### src/rtl/fetch_stage.sv
// -----------------------------------------------------------------------------
// fetch_stage
//   Instruction-fetch stage of the 5-stage pipeline. Owns the PC register,
//   presents it to instruction memory, and captures {pc, instruction, pc+4}
//   into the IF/ID pipeline register for the decode stage.
//
//   Each clock edge applies the highest-priority case that holds:
//     redirect > stall > out_of_range > normal fetch.
//   A redirect loads the branch target and flushes IF/ID to a bubble.
//   A stall freezes the PC and IF/ID.
//   An out-of-range PC parks the stage. It inserts bubbles until a redirect
//   arrives.
//
// Ports
//   clk           clock, all state updates on the rising edge
//   rst           asynchronous active-low reset
//   stall         hold PC and IF/ID this cycle
//   redirect      load redirect_pc and flush IF/ID
//   redirect_pc   branch target; bits [1:0] are dropped, nonzero sets
//                 misalign_err
//   imem_addr     instruction memory address (= current PC)
//   imem_rdata    instruction at imem_addr, valid in the same cycle
//   if_id_valid   IF/ID holds a real instruction
//   if_id_instr   IF/ID instruction (NOP_INSTR on a bubble)
//   if_id_pc      PC of the IF/ID instruction
//   if_id_pc4     if_id_pc + 4, the link value for BL
//   out_of_range  PC is at or beyond the end of instruction memory
//   misalign_err  sticky flag, set when a misaligned redirect was accepted
//   fetch_cnt     saturating count of valid instructions captured
// -----------------------------------------------------------------------------
module fetch_stage #(
    parameter logic [63:0] RESET_PC   = 64'h0,
    parameter int unsigned IMEM_WORDS = 1024,
    parameter logic [31:0] NOP_INSTR  = 32'hD503201F,
    parameter int unsigned CNT_W      = 32
) (
    input  logic             clk,
    input  logic             rst,
    input  logic             stall,
    input  logic             redirect,
    input  logic [63:0]      redirect_pc,
    output logic [63:0]      imem_addr,
    input  logic [31:0]      imem_rdata,
    output logic             if_id_valid,
    output logic [31:0]      if_id_instr,
    output logic [63:0]      if_id_pc,
    output logic [63:0]      if_id_pc4,
    output logic             out_of_range,
    output logic             misalign_err,
    output logic [CNT_W-1:0] fetch_cnt
);

    // First byte address past the end of instruction memory.
    localparam logic [63:0] PC_LIMIT = 64'(IMEM_WORDS) << 2;

    // The fetch mode is derived from the PC rather than stored. A redirect
    // to an in-range target is therefore the only way out of HALT.
    typedef enum logic {
        RUN  = 1'b0,
        HALT = 1'b1
    } fetch_mode_e;

    logic [63:0]      pc_q,      pc_d;
    logic             valid_q,   valid_d;
    logic [31:0]      instr_q,   instr_d;
    logic [63:0]      ifpc_q,    ifpc_d;
    logic [63:0]      ifpc4_q,   ifpc4_d;
    logic             misal_q,   misal_d;
    logic [CNT_W-1:0] cnt_q,     cnt_d;
    fetch_mode_e      mode;
    logic [63:0]      pc_plus4;

    assign mode     = (pc_q >= PC_LIMIT) ? HALT : RUN;
    // Wraps modulo 2^64 by construction.
    assign pc_plus4 = pc_q + 64'd4;

    always_comb begin
        pc_d    = pc_q;
        valid_d = valid_q;
        instr_d = instr_q;
        ifpc_d  = ifpc_q;
        ifpc4_d = ifpc4_q;
        misal_d = misal_q;
        cnt_d   = cnt_q;

        if (redirect) begin
            // Overrides a simultaneous stall. The instruction held in IF/ID
            // is on the wrong path, so it is replaced by a bubble. The
            // bubble keeps the old pc/pc4 fields.
            pc_d    = {redirect_pc[63:2], 2'b00};
            valid_d = 1'b0;
            instr_d = NOP_INSTR;
            if (redirect_pc[1:0] != 2'b00) begin
                misal_d = 1'b1;
            end
        end else if (stall) begin
            // Every register holds.
        end else begin
            case (mode)
                HALT: begin
                    valid_d = 1'b0;
                    instr_d = NOP_INSTR;
                end
                default: begin
                    valid_d = 1'b1;
                    instr_d = imem_rdata;
                    ifpc_d  = pc_q;
                    ifpc4_d = pc_plus4;
                    pc_d    = pc_plus4;
                    if (!(&cnt_q)) begin
                        cnt_d = cnt_q + 1'b1;
                    end
                end
            endcase
        end
    end

    always_ff @(posedge clk or negedge rst) begin
        if (!rst) begin
            pc_q    <= RESET_PC;
            valid_q <= 1'b0;
            instr_q <= NOP_INSTR;
            ifpc_q  <= 64'h0;
            ifpc4_q <= 64'h0;
            misal_q <= 1'b0;
            cnt_q   <= '0;
        end else begin
            pc_q    <= pc_d;
            valid_q <= valid_d;
            instr_q <= instr_d;
            ifpc_q  <= ifpc_d;
            ifpc4_q <= ifpc4_d;
            misal_q <= misal_d;
            cnt_q   <= cnt_d;
        end
    end

    assign imem_addr    = pc_q;
    assign out_of_range = (mode == HALT);
    assign if_id_valid  = valid_q;
    assign if_id_instr  = instr_q;
    assign if_id_pc     = ifpc_q;
    assign if_id_pc4    = ifpc4_q;
    assign misalign_err = misal_q;
    assign fetch_cnt    = cnt_q;

endmodule

### config.mk
export PLATFORM = sky130hd
export DESIGN_NAME = fetch_stage
export DESIGN_NICKNAME = d
export VERILOG_FILES = /design/src/rtl/fetch_stage.sv
export SDC_FILE = /design/constraint.sdc
export NUM_CORES = 1
export LEC_CHECK = 0
export CAP_MARGIN = 20
export CORE_MARGIN = 5
export CORE_UTILIZATION = 48
export CTS_CLUSTER_SIZE = 8
export DETAILED_ROUTE_END_ITERATION = 7
export PLACE_DENSITY_LB_ADDON = 0.12
export SLEW_MARGIN = 25
export SYNTH_ARGS = -nofsm -noshare
export SYNTH_HDL_FRONTEND = slang
export SYNTH_SLANG_ARGS = --single-unit
### constraint.sdc
create_clock -name clk -period 4.96 [get_ports clk]
set_input_delay 0.992 -clock clk [delete_from_list [all_inputs] [get_ports clk]]
set_output_delay 0.992 -clock clk [all_outputs]
set_load 0.1 [all_outputs]
==> Word level (Yosys, flattened, before mapping) <==
Index checks and enable logic that the tools add are counted.
{ "totals": {"ff_bits": 258, "out_inout_bits": 259, "wordCells": 32} }
{ "op_classes": {"add_sub_neg": 2, "magnitude_cmp": 1, "eq_ne": 2, "n_mux": 10, "n_bitwise": 4, "reduce_logical": 6} }
{ "op_table": {"columns": ["cell", "n"], "rows": [
  ["two-way mux 64 bit", 3],
  ["two-way mux 32 bit", 3],
  ["adder 64 x 3 -> 64 bit, second input constant", 1],
  [">= comparator 64 x 13 -> 1 bit, second input constant", 1],
  ["adder 32 x 1 -> 32 bit, second input constant", 1],
  ["AND reduction 32 bit", 1],
  ["two-way mux 1 bit", 4],
  ["inverter 1 bit", 4],
  ["AND reduction 2 bit", 2],
  ["AND reduction 4 bit", 1],
  ["AND reduction 3 bit", 1],
  ["inequality test 2 x 1 -> 1 bit, second input constant", 1],
  ["inequality test 2 bit, second input constant", 1],
  ["nonzero test 2 bit", 1]
]} }

==> Depth between registers and ports, before layout <==
{ "logic_depth": {"depth_word": 5, "ltp_mapped": 7} }

==> Worst setup path after synthesis <==
OpenSTA, ideal clock, no wires.
{ "synth_timing": {"path_type": "reg2out", "from": "register pc_q[34] (netlist: imem_addr[34])", "to": "output out_of_range", "arrival_ns": 2.361, "required_ns": 3.968, "path_slack_ns": 1.607, "path_stages_with_launch": 4, "n_path_buf": 0, "path_cell_list": "dfrtp_1 -> nor4_2 -> and4_1 -> nand4_1"} }
{ "synth_between": {"elab_chain_cells": 2} }
{ "synth_lines": {"columns": ["element", "line_no", "text"], "rows": [
  ["start: declaration", "63", "logic [63:0] pc_q, pc_d;"],
  ["start signal: assignment", "128", "pc_q <= pc_d;"],
  [">= comparator 64 x 13 -> 1 bit", "73", "assign mode = (pc_q >= PC_LIMIT) ? HALT : RUN;"],
  ["two-way mux 1 bit", "73", null],
  ["end: declaration", "48", "output logic out_of_range,"]
]} }
Every way passes these cells.

==> Worst setup path after layout <==
{ "layout_timing": {"from": "register pc_q[39] (netlist: imem_addr[39])", "to": "output out_of_range"} }
The elaborated chain is that of the path after synthesis.

==> flow_metrics.tcl <==
set metrics [dict create \
    status "finished clean" \
    clock.fmax_ghz 0.253 \
    ys_ff_latch 252 \
    drt_iter0_markers 273 \
    path_class "reg2out" \
    routed_wl_um 27100 \
    multi_input_comb_area_um2 3140 \
    clk_latency_ps 500 \
    holdBufCountCts 0 \
    vias 6898 \
    yosys_most_used_dff "dfrtp_1" \
    skew_ps 16.1 \
    startpoint "imem_addr[39]$_DFFE_PN0P_" \
    end_kind "output pin" \
    grt_overflow 0 \
    synth_cell_type_count 40 \
    gp_congestion 0.762 \
    setup_viol 0 \
    grt_use_total_pct 23.5 \
    worst_setup_path_start_kind "flop" \
    cts_resized 0 \
    ys_seq_area_share_pct 65.8 \
    tns_ps 0 \
    cts_root_buf "clkbuf_16" \
    fill_cells 1359 \
    rsz0062_at_grt "false" \
    area_growth_pct 50.3 \
    worst_pin_slew_ps 1070 \
    hold_path.class "reg2reg" \
    cts_tree "yes" \
    initial_core_util_pct 49.0 \
    grt_pass1_wl_um 41400 \
    reg2reg_from "imem_addr[51]$_DFFE_PN0P_" \
    cts_buffer_depth 3 \
    slew_headroom_pct 28.7 \
    worst_ep_arrival_time_ps 2960 \
    syn_avg_cell_area_um2 13.3 \
    cts_made_buffers 37 \
    timing.rr.end "fetch_cnt[15]$_DFFE_PN0P_" \
    cp-endpoint "out_of_range" \
    r2r_setup_slack_ps 2020 \
    p_per_area_nw_per_um2 357 \
    core_area_um2 19600 \
    post_drt_wl_per_cell_um 19.8 \
    synth_edf_count 0 \
    netlist_instances 725 \
    totalPowerFinal_mw 5.15 \
    via_per_inst 5.03 \
    final_cell_mix "clkdlybuf4s50_1, dfrtp_1, and2_1" \
    clkSinkCount 252 \
    antenna_found_initial 0 \
    final.period_utilization_pct 79.6 \
    post-cts-setup-buffers 0 \
    ir_drop_mv 0.313 \
    grt_pass1_vias 7129 \
    seq_area_um2 6320 \
    io_buffer_count 352 \
    drv_cap 0 \
    synthArstFlopShare_pct 100 \
    drc_errors 0 \
    reg2regPathDepth 6 \
    power_leakage_nw 6.43 \
    report.final.slew_viol_count 0 \
    required_ps 3970 \
    synth_area_um2 9610 \
    antenna_cells 0 \
    die_h_um 151 \
    ant_nets 0 \
    h-tree-depth 2 \
    layout-drive-gt1-share_pct 12.1 \
    yosysWarnings 0 \
    fin_crit_ps 3950 \
    clk_pin_slew_worst_paths_ps 50 \
    die-area_um2 22900 \
    ioPinCount 359 \
    row_count 51 \
    hold_viol_final 0 \
    nets 1192 \
    dpl.hpwl_um 19300 \
    die_w_um 151 \
    dr.pass1.iters 4 \
    worstPathMaxFanout 3 \
    final_common_cell "clkdlybuf4s50_1" \
    grt_start_max_net_pins 116 \
]
-- final cells by class --
class,instances,share of cell area [%]
clock inverters,2,0.0953
flip-flops and latches,252,43.8
multi-input cells,437,21.7
clock buffers,54,7.15
well taps,265,2.30
inverters,3,0.0780
repair buffers,358,24.9
-- where the power goes --
part | total (mW) | switching [mW] | internal (mW)
sequential | 2.17 | 0.0578 | 2.11
clock | 2.26 | 0.840 | 1.42
combinational | 0.725 | 0.519 | 0.206
-- per-stage QoR --
| step | instances | cell area, um^2 | util [%] | hold WS [ps] | setup slack (ps) |
|---|---|---|---|---|---|
| detailed placement | 1315 | 13400 | 68.4 | 451 | 1460 |
| global placement | 1315 | 13400 | 68.3 | 460 | 1480 |
| CTS | 1371 | 14400 | 73.7 | 471 | 999 |
| global route | 1371 | 14400 | 73.7 | 491 | 907 |
| floorplan | 730 | 9630 | - | 696 | 1610 |
| finish | 1371 | 14400 | 73.7 | 473 | 1010 |
-- cell usage after synthesis, types with 2 or more instances --
cell	count	area, um^2
and4_1	8	70.1
nand2_1	74	278
nor4_2	5	62.6
o21ai_0	24	120
and2_1	106	663
nor3_2	5	50.1
nand2b_1	2	12.5
xor2_1	21	184
nand3_1	16	80.1
xnor2_1	28	245
nand4_2	2	25.0
nor2b_1	2	12.5
mux2_2	51	574
nor4_4	3	63.8
a22o_1	19	166
nor2_1	9	33.8
dfstp_2	13	342
buf_2	4	20.0
buf_4	6	45.0
and3_1	15	93.8
inv_1	3	11.3
dfrtp_1	239	5980
nor4_1	8	50.1
nand4_1	7	43.8
clkbuf_1	26	97.6
o22a_1	13	114
ha_1	3	37.5
-- routing by layer --
metal  routed length, um  track usage (%)  part of all wire, %  up-vias
met5                   0                0                    0        -
met4                 881             8.20                  3.2        0
met3                2660             8.60                  9.8       56
met2               13200             38.7                   49      269
met1               10400             28.7                   38     3395
li1                    -                -                    -     3178
-- state kept, by name (all words and copies together), names as in the netlist --
signal        count
if_id_pc4        62
fetch_cnt        32
if_id_valid       1
imem_addr        62
if_id_pc         62
if_id_instr      32
misalign_err      1
-- how the worst min path moves through the flow --
stage,start,end,depth (start not counted),slack [ps]
floorplan,rst,fetch_cnt[0]$_DFFE_PN0P_,0,700
global placement,if_id_pc[5]$_DFFE_PN0P_,if_id_pc[5]$_DFFE_PN0P_,2,460
detailed placement,misalign_err$_DFFE_PN0P_,misalign_err$_DFFE_PN0P_,1,450
CTS,misalign_err$_DFFE_PN0P_,misalign_err$_DFFE_PN0P_,1,470
global route,if_id_pc[59]$_DFFE_PN0P_,if_id_pc[59]$_DFFE_PN0P_,1,490
finish,misalign_err$_DFFE_PN0P_,misalign_err$_DFFE_PN0P_,1,470
-- worst max-delay path, cell delays in order (launching register included) --
cell and delay, ps:
dfrtp_1 390, nor4_1 490, nand3_1 270, nor2_1 170
nand4_1 120, clkdlybuf4s50_1 1020
-- logic make-up (layout without fill, tap and decap cells) --
logic type               Yosys count  after routing  share of synthesized area [%]
flip-flops                       252            252                           65.8
AO/OA/AOI/OAI                     60             60                           4.71
other                              1              6                         0.0390
buffers and inverters             41            417                           1.97
AND/OR/NAND/NOR                  267            267                           16.5
multiplexers                      52             52                           6.08
adder cells (fa/ha/maj)            3              3                          0.391
XOR/XNOR                          49             49                           4.47
Power figures use the tool's default switching activity.
